<file path="src/rtl/symbol_histogram.sv">
// Alphabet-indexed symbol histogram: load an alphabet, count text symbols
// against it, then stream out per-entry counts followed by a miss-count trailer.
//
// state | meaning
// IDLE  | waiting for start; outputs quiet
// LOAD  | accepting alphabet symbols into storage
// COUNT | accepting text symbols, bumping matching counters
// DUMP  | streaming entries 0..alph_len-1, then the miss trailer
module symbol_histogram #(
    parameter int S_WIDTH   = 8,
    parameter int DEPTH     = 16,
    parameter int CNT_WIDTH = 8,
    localparam int LW       = $clog2(DEPTH + 1)
) (
    input  logic                 clock,
    input  logic                 reset,
    input  logic                 start,
    input  logic                 in_valid,
    output logic                 in_ready,
    input  logic [S_WIDTH-1:0]   in_symbol,
    input  logic                 in_last,
    output logic                 out_valid,
    input  logic                 out_ready,
    output logic [S_WIDTH-1:0]   out_symbol,
    output logic [CNT_WIDTH-1:0] out_count,
    output logic                 out_miss,
    output logic                 out_last,
    output logic [LW-1:0]        alph_len,
    output logic                 busy,
    output logic                 done,
    output logic                 sat_flag,
    output logic                 alph_ovf
);

    localparam int IW = (DEPTH > 1) ? $clog2(DEPTH) : 1;
    localparam logic [CNT_WIDTH-1:0] CNT_MAX = '1;

    typedef enum logic [1:0] {
        ST_IDLE,
        ST_LOAD,
        ST_COUNT,
        ST_DUMP
    } state_t;

    state_t state_q, state_d;

    logic [S_WIDTH-1:0]   sym_mem [DEPTH];
    logic [CNT_WIDTH-1:0] cnt_mem [DEPTH];
    logic [CNT_WIDTH-1:0] miss_cnt;
    logic [LW-1:0]        dump_idx;
    logic                 hit;
    logic [IW-1:0]        hit_idx;
    logic                 trailer;

    assign trailer = (dump_idx == alph_len);
    assign busy    = (state_q != ST_IDLE);

    // Only entries below alph_len are live; stale slots never match.
    always_comb begin
        hit     = 1'b0;
        hit_idx = '0;
        for (int i = 0; i < DEPTH; i++) begin
            if (!hit && (LW'(i) < alph_len) && (sym_mem[i] == in_symbol)) begin
                hit     = 1'b1;
                hit_idx = IW'(i);
            end
        end
    end

    always_ff @(posedge clock) begin
        if (reset) begin
            state_q <= ST_IDLE;
        end else begin
            state_q <= state_d;
        end
    end

    always_comb begin
        state_d    = state_q;
        in_ready   = 1'b0;
        out_valid  = 1'b0;
        out_symbol = '0;
        out_count  = '0;
        out_miss   = 1'b0;
        out_last   = 1'b0;
        case (state_q)
            ST_IDLE: begin
                if (start) state_d = ST_LOAD;
            end
            ST_LOAD: begin
                in_ready = 1'b1;
                if (in_valid && in_last) state_d = ST_COUNT;
            end
            ST_COUNT: begin
                in_ready = 1'b1;
                if (in_valid && in_last) state_d = ST_DUMP;
            end
            ST_DUMP: begin
                out_valid = 1'b1;
                if (trailer) begin
                    out_miss  = 1'b1;
                    out_last  = 1'b1;
                    out_count = miss_cnt;
                    if (out_ready) state_d = ST_IDLE;
                end else begin
                    out_symbol = sym_mem[dump_idx[IW-1:0]];
                    out_count  = cnt_mem[dump_idx[IW-1:0]];
                end
            end
            default: state_d = ST_IDLE;
        endcase
    end

    always_ff @(posedge clock) begin
        if (reset) begin
            for (int i = 0; i < DEPTH; i++) begin
                sym_mem[i] <= '0;
                cnt_mem[i] <= '0;
            end
            miss_cnt <= '0;
            alph_len <= '0;
            dump_idx <= '0;
            sat_flag <= 1'b0;
            alph_ovf <= 1'b0;
            done     <= 1'b0;
        end else begin
            done <= 1'b0;
            case (state_q)
                ST_IDLE: begin
                    if (start) begin
                        for (int i = 0; i < DEPTH; i++) cnt_mem[i] <= '0;
                        miss_cnt <= '0;
                        alph_len <= '0;
                        dump_idx <= '0;
                        sat_flag <= 1'b0;
                        alph_ovf <= 1'b0;
                    end
                end
                ST_LOAD: begin
                    if (in_valid && !hit) begin
                        if (alph_len < LW'(DEPTH)) begin
                            sym_mem[alph_len[IW-1:0]] <= in_symbol;
                            alph_len <= alph_len + 1'b1;
                        end else begin
                            alph_ovf <= 1'b1;
                        end
                    end
                end
                ST_COUNT: begin
                    if (in_valid) begin
                        if (hit) begin
                            if (cnt_mem[hit_idx] == CNT_MAX) sat_flag <= 1'b1;
                            else cnt_mem[hit_idx] <= cnt_mem[hit_idx] + 1'b1;
                        end else begin
                            if (miss_cnt == CNT_MAX) sat_flag <= 1'b1;
                            else miss_cnt <= miss_cnt + 1'b1;
                        end
                    end
                end
                ST_DUMP: begin
                    if (out_ready) begin
                        if (trailer) done <= 1'b1;
                        else dump_idx <= dump_idx + 1'b1;
                    end
                end
                default: ;
            endcase
        end
    end

endmodule
</file>
<file path="config.mk">
export PLATFORM = sky130hd
export DESIGN_NAME = symbol_histogram
export DESIGN_NICKNAME = d
export VERILOG_FILES = /design/src/rtl/symbol_histogram.sv
export SDC_FILE = /design/constraint.sdc
export NUM_CORES = 1
export LEC_CHECK = 0
export CAP_MARGIN = 10
export CORE_MARGIN = 2
export CORE_UTILIZATION = 41
export DETAILED_ROUTE_END_ITERATION = 16
export SETUP_SLACK_MARGIN = 0.15
export SLEW_MARGIN = 10
export SYNTH_ARGS = -nofsm -noshare
export SYNTH_HDL_FRONTEND = slang
export SYNTH_SLANG_ARGS = --single-unit
</file>
<file path="constraint.sdc">
create_clock -name clock -period 6.58 [get_ports clock]
set_input_delay 1.316 -clock clock [delete_from_list [all_inputs] [get_ports clock]]
set_output_delay 1.316 -clock clock [all_outputs]
set_load 0.01 [all_outputs]
</file>
==> summary.txt, run 1 <==
Yosys
  • Synth warn: 0
  • Post-synth EDFFs: 256
  • Top_reg_cell synth: edfxtp_1
  • Cell accounting for the most synthesized area: edfxtp_1
  • Register bit total from synthesis: 283
  • Area contributors post-synth: edfxtp_1 (46%), mux4_2 (9.8%), xnor2_1 (5.8%)
  • Sequential area share after synthesis: 0.495
  • Mapped Nets: 1445
  • FFs w/ async S/R, synth: 0
  • Synth unique cells: 80
  • Mapped Cells: 1420
  • Syn Area/Cell: 11.7 sq um
  • Commonest cells post-synth: edfxtp_1 (256), nor2_1 (183), and2_1 (135)
  • Mapped Area: 16600 sq um
  • Most common cell in the netlist: edfxtp_1
  • Area share of the largest cell type after synthesis: 0.463

GRT
  • Global-route wire length before repair: 75.1 mm
  • Pin count of the biggest net entering global routing: 41
  • GRT overflow: 0
  • Total GRT Usage: 0.240
  • GRT met3 Usage: 0.0491
  • Number of global-route vias before repair: 12000
  • Initial antenna violation count: 1
  • Met1 usage: 0.336
  • Met2 GRT Util: 0.371
  • Gr busiest metal: met2

Critical path
  • CP Class: primary input to flip-flop
  • CP required: 6.86 ns
  • Critical path startpoint category: primary input
  • Critical path arrival: 6.10 ns
  • Worst-path fanout max: 26
  • Crit. End Element: flip-flop

Routing
  • Drt drc: 0
  • Antenna Nets Post-Route: 0
  • First-pass iteration count of the detailed router: 5
  • Initial DRC count: 1076
  • Vias per cell: 5.79
  • DR WL/cell: 23.8 um
  • Routed vias: 12000
  • Total Routed Length: 49.2 mm

Timing
  • Worst relative slew slack: 0.201
  • Setup tns final: 0 ns
  • Final Critical Period: 5.82 ns
  • Hold WS: 0.545 ns
  • Slew Limit Fails: 0
  • Worst Tran Pin Value: 1.20 ns
  • Final setup fails: 0
  • Crit share post-route: 0.885
  • F_max: 172 MHz
  • Unrepaired setup endpoints after global routing: false
  • Final Hold Viols: 0
  • Clock Skews: 0.0347 ns

Clock tree
  • CTS root buffer: clkbuf_16
  • CTS buffer count: 35
  • Clock sinks: 283
  • H-tree levels: 2
  • Clock transition at path regs: 0.06 ns
  • Hold buffers post-CTS: 0
  • Clk buf depth: 3
  • TritonCTS clock tree: yes
  • Clk_lat worst skew: 0.55 ns
  • # Post-CTS Setup Buffers: 0
  • Post-cts sizing count: 0

Run
  • MaxCap Viol Count: 0

Floorplanning
  • I/O Pins: 43
  • Initial core utilization: 0.417
  • Chip width: 205 um
  • # rows: 73
  • DIE HEIGHT: 205 um
  • Core Region: 39800 sq um
  • Die area: 42200 sq um

Power and ir drop
  • Static Leakage: 0.00677 uW
  • Power per cell area: 271 nW/um^2
  • Peak supply drop: 204 uV

Placement
  • Post-Place Cells: 2007
  • Gpl congestion: 0.871
  • Hpwl dp: 36.0 mm
  • # port buffers: 42

Final layout
  • Non-Filler Instances: 2069
  • Diode count: 0
  • Area Overhead vs Synth: 16.2%
  • Final nets: 1544
  • # fillers: 3600
  • Layout cells sized above 1: 0.203

Min path
  • Hold Path Class: flip-flop to flip-flop

Run status
  • Status: finished clean
[critical path: stages]
cell and delay [ns]:
buf_2 0.54, xnor2_1 0.20, nand4_1 0.30, nor3_1 0.48, nor3_1 0.13, a211o_1 0.40
a21o_1 0.44, buf_4 0.31, mux2i_1 0.14, a32oi_1 0.28, o2111ai_2 0.26, a211oi_2 0.39
nand4_2 0.22, buf_12 0.20, buf_4 0.15, o211ai_1 0.18, a21oi_1 0.13
[layout by cell type, fill, tap and decap left out, types with 38 or more instances in the layout]
cell	netlist	layout
edfxtp_1	256	256
nor2_1	183	183
buf_4	10	96
xor2_1	40	40
xnor2_1	110	110
nand2_1	92	92
clkbuf_16	0	39
mux4_2	72	72
a21oi_1	38	38
and2_1	135	135
[flip-flops by register name, summed over array words and instances (netlist names), named ones only]
signal	flops
cnt_mem	128
sym_mem	128
miss_cnt	8
alph_len	5
dump_idx	5
state_q	2
alph_ovf	1
done	1
sat_flag	1
[cells by family (layout without fill, tap and decap cells)]
logic type	count (synthesis)	in the layout	share of synthesized area
flip-flops	283	283	0.495
multiplexers	115	115	0.124
AO/OA/AOI/OAI	155	155	0.0673
AND/OR/NAND/NOR	602	602	0.189
buffers and inverters	103	227	0.0356
adder cells (fa/ha/maj)	11	11	0.00828
XOR/XNOR	151	151	0.0800
[per-stage QoR]
stage | power (uW) | area, sq um | setup slack, ns | utilization
floorplan | 2860 | 16600 | 0.607 | -
global placement | 3280 | 18200 | 0.258 | 0.456
detailed placement | 3290 | 18200 | 0.299 | 0.456
CTS | 5250 | 19300 | 0.862 | 0.485
global route | 5410 | 19300 | 0.465 | 0.485
finish | 5230 | 19300 | 0.759 | 0.485
[power by group]
part           leakage [uW]  internal (uW)  switching [uW]  total (uW)
clock              0.000558           1170             798        1970
sequential          0.00293           2180             140        2320
combinational       0.00329            412             530         942
total               0.00677           3760            1470        5230
[path summary, 6_finish.rpt]
check	from	endpoint	slack [ns]	depth (start not counted)
setup reg to reg	alph_len[2]$_SDFFE_PP0P_	cnt_mem[15][7]$_SDFFCE_PN0P_	1.27	18
hold / removal	state_q[0]$_SDFFE_PP0P_	state_q[0]$_SDFFE_PP0P_	0.54	2
hold reg to reg	state_q[0]$_SDFFE_PP0P_	state_q[0]$_SDFFE_PP0P_	0.54	2
setup / recovery	in_symbol[2]	cnt_mem[15][7]$_SDFFCE_PN0P_	0.76	17
[per-layer routing]
layer	vias to the layer above	share of wire
li1	5416	-
met1	5903	0.43
met2	541	0.45
met3	122	0.082
met4	2	0.035
met5	-	0.00037
[area by class of cell]
| type | instances | area (sq um) | share of cell area |
|---|---|---|---|
| clock buffer | 47 | 1020 | 0.0526 |
| clock inverter | 15 | 140 | 0.00725 |
| inverter | 11 | 41.3 | 0.00214 |
| multi-input combinational | 1034 | 7810 | 0.404 |
| sequential | 283 | 8230 | 0.426 |
| tap | 525 | 657 | 0.0340 |
| timing repair buffer | 154 | 1420 | 0.0736 |
Power figures use the tool's default switching activity.
==> run 2, diff against run 1 <==
Settings changed: ABC_CLOCK_PERIOD_IN_PS set to 6580.
==> results of run 2 <==
The final DEF is identical to that of run 1; final timing and power are the same.
==> run 3, diff against run 2 <==
Settings changed: CAP_MARGIN 10 to 25.
==> summary.txt, run 3 (same netlist as run 1, synthesis figures left out) <==
GRT
  • Pin count of the biggest net entering global routing: 31
  • Total GRT Usage: 0.240
  • GRT overflow: 0
  • Number of global-route vias before repair: 11900
  • Global-route wire length before repair: 75.5 mm
  • Initial antenna violation count: 0

Floorplanning
  • # rows: 73
  • Core Region: 39800 sq um
  • Die area: 42200 sq um
  • I/O Pins: 43
  • Chip width: 205 um
  • DIE HEIGHT: 205 um
  • Initial core utilization: 0.417

Clock tree
  • CTS buffer count: 35
  • Clk_lat worst skew: 0.55 ns
  • H-tree levels: 2
  • # Post-CTS Setup Buffers: 0
  • Clk buf depth: 3
  • TritonCTS clock tree: yes
  • Post-cts sizing count: 0
  • Clock transition at path regs: 0.06 ns
  • Clock sinks: 283
  • Hold buffers post-CTS: 0
  • CTS root buffer: clkbuf_16

Timing
  • Final worst setup slack: 0.824 ns
  • Worst relative slew slack: 0.339
  • Worst Tran Pin Value: 0.986 ns
  • Unrepaired setup endpoints after global routing: false
  • F_max: 174 MHz
  • Final Critical Period: 5.76 ns
  • Final setup fails: 0
  • Clock Skews: 0.0281 ns
  • Slew Limit Fails: 0
  • Crit share post-route: 0.875
  • Hold WS: 0.547 ns
  • Final Hold Viols: 0
  • Setup tns final: 0 ns

Critical path
  • Critical path buffer and inverter count: 4
  • CP required: 6.86 ns
  • Family with the most delay on the worst path: simple AND/OR/NAND/NOR gates
  • Crit. End Element: flip-flop
  • Worst stage delay on the critical path: 0.57 ns
  • CP most frequent cell: nand4_1
  • Critical path startpoint: in_symbol[2]
  • Crit-path slowest cell: or4_4
  • CP Class: primary input to flip-flop
  • Critical path arrival: 6.04 ns
  • Reg2reg start: alph_len[2]$_SDFFE_PP0P_
  • Critical path startpoint category: primary input
  • Worst-path fanout max: 26
  • Cell breakdown of the critical path: buf_2, xnor2_1, nand4_1, nor3_1, nor4_4, nand4_1, or2_1, nand2_4, a211oi_1, or4_4, nor2_1, ha_1, inv_1, a211oi_2, nand4_2, buf_12, buf_4, o211ai_1, a21oi_1

Placement
  • Hpwl dp: 36.2 mm
  • Pre-CTS setup slack: 0.309 ns
  • Dpl cell area: 18200 sq um
  • # port buffers: 42
  • Gpl congestion: 0.871

Final layout
  • Final Instance Area: 19400 sq um
  • Final nets: 1545
  • Most frequent cells in the layout: edfxtp_1 (256), nor2_1 (183), and2_1 (135), xnor2_1 (110), buf_4 (96)
  • Area Overhead vs Synth: 16.7%
  • # fillers: 3594
  • Most common cell after layout, fill and taps aside: edfxtp_1
  • Post-layout util: 0.487
  • Layout cells sized above 1: 0.203
  • Biggest regs: cnt_mem: 128 flops, sym_mem: 128 flops, miss_cnt: 8 flops

Min path
  • Hold Path Class: flip-flop to flip-flop
  • Hold_sp: state_q[0]$_SDFFE_PP0P_

Power and ir drop
  • Peak supply drop: 207 uV
  • Power per cell area: 274 nW/um^2
  • Static Leakage: 0.00681 uW

Routing
  • Drt drc: 0
  • DR WL/cell: 23.8 um
  • Antenna Nets Post-Route: 0
  • Total Routed Length: 49.2 mm
  • Routed vias: 12100
  • Initial DRC count: 1072
  • First-pass iteration count of the detailed router: 6
  • Vias per cell: 5.82

Run
  • MaxCap Viol Count: 0

Run status
  • Status: finished clean
## run 3: cell types whose count changed in the layout (fill, tap and decap cells not counted), sizes merged
cell,previous run,this run
diode,0,1
clkinv,10,15
clkinvlp,3,1
clkbuf,47,41
buf,120,121
bufinv,2,6
## run 3: metrics by stage
step	std cells	power, uW
floorplan	1420	2860
global placement	2007	3280
detailed placement	2008	3290
CTS	2071	5340
global route	2071	5510
finish	2072	5320
## run 3: worst paths after layout
check	depth (start not counted)	to	slack (ns)
setup / recovery	19	cnt_mem[15][7]$_SDFFCE_PN0P_	0.82
hold reg to reg	2	state_q[0]$_SDFFE_PP0P_	0.55
setup reg to reg	18	cnt_mem[15][7]$_SDFFCE_PN0P_	1.17
hold / removal	2	state_q[0]$_SDFFE_PP0P_	0.55
## run 3: area by class of cell
type	instances	area (sq um)	area share
multi-input cells	1034	7810	0.403
diodes	1	2.50	0.000129
repair buffers	155	1440	0.0743
clock inverters	22	269	0.0139
inverters	11	41.3	0.00213
flip-flops and latches	283	8230	0.425
clock buffers	41	941	0.0485
well taps	525	657	0.0339
## run 3: power breakdown
part | internal, uW | total (uW) | switching [uW]
sequential | 2180 | 2320 | 142
combinational | 412 | 941 | 530
clock | 1260 | 2050 | 793
total | 3850 | 5320 | 1460
## run 3: worst reg2reg max path: stages, from the launching register on
cell and delay (ns):
dfxtp_1 0.85, and3_1 0.40, nor2_1 0.11, nor3_1 0.78, nor2_1 0.23, nand2_1 0.23
o31ai_2 0.17, and2_1 0.35, a32oi_1 0.24, nand2_1 0.15, nor3_2 0.25, ha_1 0.17
inv_1 0.06, a211oi_2 0.27, nand4_2 0.23, buf_12 0.21, buf_4 0.15, o211ai_1 0.17
a21oi_1 0.12
## run 3: metal layers
layer  GRT usage  routed length (um)  share of wire  vias up
li1            -                   -              -     5422
met1       0.340               21400           0.44     5978
met2       0.374               22400           0.46      560
met3      0.0420                3830          0.078       94
met4      0.0809                1510          0.031        0
met5           0                   0              0        -
